--- config.mk ---
export PLATFORM = sky130hd
export DESIGN_NAME = pid_integ_gen
export DESIGN_NICKNAME = d
export VERILOG_FILES = /design/src/rtl/pid_integ_gen.sv
export SDC_FILE = /design/constraint.sdc
export NUM_CORES = 1
export LEC_CHECK = 0
export CORE_AREA = 5 5 65 67
export CTS_CLUSTER_DIAMETER = 200
export DETAILED_ROUTE_END_ITERATION = 16
export DIE_AREA = 0 0 70 72
export DONT_BUFFER_PORTS = 1
export PLACE_DENSITY_LB_ADDON = 0.15
export SLEW_MARGIN = 20
export SYNTH_ARGS = -nofsm -noshare
export SYNTH_HDL_FRONTEND = slang
export SYNTH_SLANG_ARGS = --single-unit
--- constraint.sdc ---
create_clock -name clk -period 3.4 [get_ports clk]
set_clock_uncertainty 0.1 [all_clocks]
set_input_delay 0 -clock clk [delete_from_list [all_inputs] [get_ports clk]]
set_output_delay 0 -clock clk [all_outputs]
set_load 0.01 [all_outputs]
--- src/rtl/pid_integ_gen.sv ---
// Integral term of the PID loop: decimated, holdable, preloadable accumulator
// with a freeze/clamp overflow policy and a registered, valid-qualified output.
module pid_integ_gen #(
   parameter int unsigned ERR_W     = 10,
   parameter int unsigned ACC_W     = 15,
   parameter int unsigned OUT_SHIFT = 6,
   parameter int unsigned DECIM     = 1,
   parameter int unsigned SAT_MODE  = 0
) (
   input  logic                         clk,
   input  logic                         rst,
   input  logic                         moving,
   input  logic                         err_vld,
   input  logic [ERR_W-1:0]             err_sat,
   input  logic                         hold,
   input  logic                         preload_en,
   input  logic [ACC_W-1:0]             preload_val,
   output logic [ACC_W-OUT_SHIFT-1:0]   I_term,
   output logic                         I_vld,
   output logic                         sat_flag
);

   localparam int unsigned OUT_W = ACC_W - OUT_SHIFT;
   localparam int unsigned CNT_W = (DECIM > 1) ? $clog2(DECIM) : 1;
   localparam logic [CNT_W-1:0] CNT_LAST = CNT_W'(DECIM - 1);
   localparam logic [ACC_W-1:0] POS_RAIL = {1'b0, {(ACC_W-1){1'b1}}};
   localparam logic [ACC_W-1:0] NEG_RAIL = {1'b1, {(ACC_W-1){1'b0}}};

   typedef enum logic [1:0] {IDLE, RUN, HOLD} state_t;

   state_t           state;
   logic [ACC_W-1:0] acc;
   logic [CNT_W-1:0] cnt;
   logic             upd;
   logic [ACC_W:0]   sum;
   logic             ovf;

   // One-bit-wider sum; overflow when the two top bits disagree
   always_comb begin
      sum = {acc[ACC_W-1], acc} + {{(ACC_W+1-ERR_W){err_sat[ERR_W-1]}}, err_sat};
      ovf = sum[ACC_W] ^ sum[ACC_W-1];
   end

   // Control FSM, accumulator update and one-cycle-delayed output register
   always_ff @(posedge clk or posedge rst) begin
      if (rst) begin
         state    <= IDLE;
         acc      <= '0;
         cnt      <= '0;
         upd      <= 1'b0;
         I_term   <= '0;
         I_vld    <= 1'b0;
         sat_flag <= 1'b0;
      end else begin
         I_term <= OUT_W'(acc[ACC_W-1:OUT_SHIFT]);
         I_vld  <= upd;
         upd    <= 1'b0;
         if (!moving) begin
            state    <= IDLE;
            acc      <= '0;
            cnt      <= '0;
            sat_flag <= 1'b0;
            upd      <= |acc;
         end else begin
            case (state)
               IDLE: state <= RUN;
               RUN, HOLD: begin
                  if (preload_en) begin
                     acc <= preload_val;
                     cnt <= '0;
                     upd <= 1'b1;
                  end else if (hold) begin
                     state <= HOLD;
                  end else if (state == HOLD) begin
                     state <= RUN;
                  end else if (err_vld) begin
                     if (cnt != CNT_LAST) begin
                        cnt <= cnt + CNT_W'(1);
                     end else begin
                        cnt <= '0;
                        upd <= 1'b1;
                        if (!ovf) begin
                           acc <= sum[ACC_W-1:0];
                        end else begin
                           sat_flag <= 1'b1;
                           if (SAT_MODE != 0)
                              acc <= sum[ACC_W] ? NEG_RAIL : POS_RAIL;
                        end
                     end
                  end
               end
               default: state <= IDLE;
            endcase
         end
      end
   end

endmodule

==> impl_metrics.yaml <==
status:
  status: "complete, no violations"
yosys:
  async_flop_share_pct: 100
  synthXorXnorAreaFrac_pct: 4.41
  syn_avg_cell_area_um2: 9.50
  synth_top_family_by_area: "compound AO/OA/AOI/OAI gates"
  synth_area_um2: 2180
  synth_edf_count: 0
  ys_types: 53
  yosys-mux-area-fraction_pct: 4.24
  seq_area_frac_synth_pct: 33.2
  syn_nets: 281
  synth_seq_cells: 29
  synth-compound-area-share_pct: 27.5
  synthAdderAreaFrac_pct: 11.8
  yosys_warnings: 0
  yosys.area_share.simple_pct: 14.7
  synthCells: 230
  synthFlopType: "dfrtp_1"
setup_path:
  cp_max_fo: 18
  critical-path-top-delay-family: "compound AO/OA/AOI/OAI gates"
  reg2reg_slack_ns: 0.36
  endpoint_kind: "flop"
  ff2ff_path_depth: 10
  cp_slowest_cell: "mux2i_4"
  crit_type: "reg2reg"
  worstPathCellList: "ha_1, inv_1, fa_1, nor2b_1, o31a_1, nand2_2, a32oi_4, mux2i_4, o221ai_1, o311a_1"
  worst_ep_arrival_time_ns: 3.15
  max_stage_delay_ns: 0.60
  startpoint_type: "flop"
  worstReg2RegStart: "acc[0]"
  crit_required_ns: 3.51
  critical_path_buf_inv_count: 1
  r2r-end: "acc[1]"
routing:
  drcViolationCount: 0
  drt_iter0_drc: 86
  firstDrtPassIters: 4
  ant_nets: 0
  vias: 1871
  vias_per_cell: 6.32
  wl_um: 5360
  wl_per_cell_um: 18.1
timing:
  timing.fmax_ghz: 0.329
  relSlewSlack_pct: 39.9
  worst_slew_pin_slew_ns: 0.899
  rsz0062_at_grt: "false"
  fin_tns_setup_ns: 0
  finalCritPeriodShare_pct: 89.4
  maxSlewViolCount: 0
  setup_viol: 0
  finalHoldViolations: 0
  period_needed_ns: 3.04
clock_tree:
  clk-insertion-delay-late_ns: 0.32
  cts_sinks: 29
  root_buffer: "clkbuf_4"
  clk_pin_slew_worst_paths_ns: 0.10
  cts_setup_buffers: 0
  cts_buffers: 5
  ctsHoldBuffers: 20
  cts_buffer_depth: 2
  tritoncts: "built"
  h-tree-depth: 2
  cts_resized: 0
floorplan:
  rows: 22
  dieArea_um2: 5040
  core_um2: 3580
  die_x_um: 70
  initial_core_util_pct: 61.0
  dieHeight_um: 72
  pin_count: 42
power:
  p_leak_nw: 1.10
  p_clk_share_pct: 15.2
  combPwrFrac_pct: 46.0
  intPower_w: 0.000751
  p_total_w: 0.00127
  peakVddDrop_mv: 0.247
  power.switching_w: 0.000522
  switching_share_pct: 41.0
  seq_power_share_pct: 38.8
  p_per_area_nw_per_um2: 519
place:
  port_buffers: 0
  place_hpwl_um: 3970
  gp_congestion: 0.796
grt:
  grt_max_degree: 30
  grt_antenna_before_repair: 0
  grt_pass1_vias: 1891
  grt_pass1_wl_um: 9110
  track_usage_pct: 22.4
  overflow: 0
layout:
  layout-drive-gt1-share_pct: 10.1
  diodes: 0
  syn2layout_area_growth_pct: 12.2
  nNetsFinal: 298
min_path:
  min_path_cells: 4
  hold_class: "in2reg"
  min_from: "err_sat[0]"
  min_to: "acc[0]"
run:
  cap_violations: 0
==> how the worst max path moves through the flow <==
stage | endpoint | slack, ns | from | depth (start not counted)
global placement | acc[1] | 0.48 | acc[0] | 10
floorplan | acc[2] | 0.74 | acc[0] | 11
global route | acc[1] | 0.1 | acc[0] | 10
detailed placement | acc[1] | 0.42 | acc[0] | 10
finish | acc[1] | 0.36 | acc[0] | 10
CTS | acc[14] | 0.37 | acc[0] | 10
==> synth_stat cells (2+ instances only) <==
cell type,instances,share of area [%]
o21ai_1,3,0.69
nor2b_1,7,2.0
xnor2_1,5,2.0
o211ai_1,7,2.4
dfrtp_1,29,33
nand2_1,23,4.0
ha_1,19,11
o31a_1,3,1.2
mux2i_1,7,3.2
nor4_1,4,1.1
o31ai_1,3,1.0
o311a_1,3,1.4
buf_2,2,0.46
a211oi_1,2,0.69
and3_1,2,0.57
a21o_1,3,1.0
nor3_1,5,1.1
nand4_1,3,0.86
inv_1,10,1.7
clkbuf_1,7,1.2
and2_1,2,0.57
a21oi_1,14,3.2
o221ai_1,3,1.2
a21oi_2,3,1.2
nand2b_1,3,0.86
nor2_1,5,0.86
a31o_2,2,0.80
o21ai_0,13,3.0
xor2_1,6,2.4
o21a_1,9,3.1
==> cell usage in the layout (no fill, tap or decap), types with 7 or more instances in the layout <==
master / instances
ha_1: 19
o211ai_1: 7
dlygate4sd3_1: 20
o21a_1: 9
inv_1: 9
o21ai_0: 13
nand2_1: 23
a21oi_1: 14
dfrtp_1: 29
nor2b_1: 7
mux2i_1: 7
==> worst register-to-register path, stage by stage (launching register included) <==
cell and delay (ns):
dfrtp_1 0.38, ha_1 0.22, inv_1 0.07, fa_1 0.40, nor2b_1 0.16, o31a_1 0.24
nand2_2 0.09, a32oi_4 0.27, mux2i_4 0.61, o221ai_1 0.24, o311a_1 0.17
==> final cells by class <==
cell class | count | area (µm²)
clock buffers | 6 | 41.3
flip-flops and latches | 29 | 726
clock inverters | 2 | 10.0
multi-input cells | 180 | 1370
inverters | 10 | 37.5
fillers | 300 | 1130
repair buffers | 21 | 208
well taps | 48 | 60.1
==> through the flow <==
stage                     std cells  worst slack (ns)  util (%)  hold slack [ns]  area [µm²]
after floorplan                 230             0.738         -          -0.0219        2180
after global placement          268             0.479      61.5         -0.00755        2200
after detailed placement        268             0.417      61.5         -0.00728        2200
after CTS                       296             0.374      68.5           0.0104        2450
after global routing            296            0.0998      68.5           0.0324        2450
final                           296             0.360      68.5          0.00468        2450
==> metal layers <==
metal  up-vias  global-route usage [%]  share of wire (%)
li1        897                       -                  -
met1       869                    28.6                 42
met2        89                    36.3                 49
met3        16                    5.40                6.5
met4         0                    10.2                2.4
met5         -                       0                  0
==> cells by family after synthesis <==
| logic type | count (synthesis) |
|---|---|
| xor gates and xnor gates | 11 |
| and+or+nand+nor | 61 |
| muxes | 8 |
| AOI/OAI and AO/OA | 80 |
| adders and majority gates | 20 |
| buffers and inverters | 21 |
| DFF | 29 |
==> registers in the layout (all words and copies together) (netlist names) <==
register,flops
I_vld,1
state,2
sat_flag,1
acc,15
upd,1
I_term,9
==> power by group through the flow <==
stage	Clock [W]	Sequential [W]	Combinational, W
after global routing	0.000217	0.000502	0.000649
after global placement	0	0.000497	0.000528
after detailed placement	0	0.000501	0.000544
after CTS	0.000195	0.000494	0.000579
after floorplan	0	0.000474	0.000458
final	0.000194	0.000494	0.000585
(Power assumes the default switching activity.)
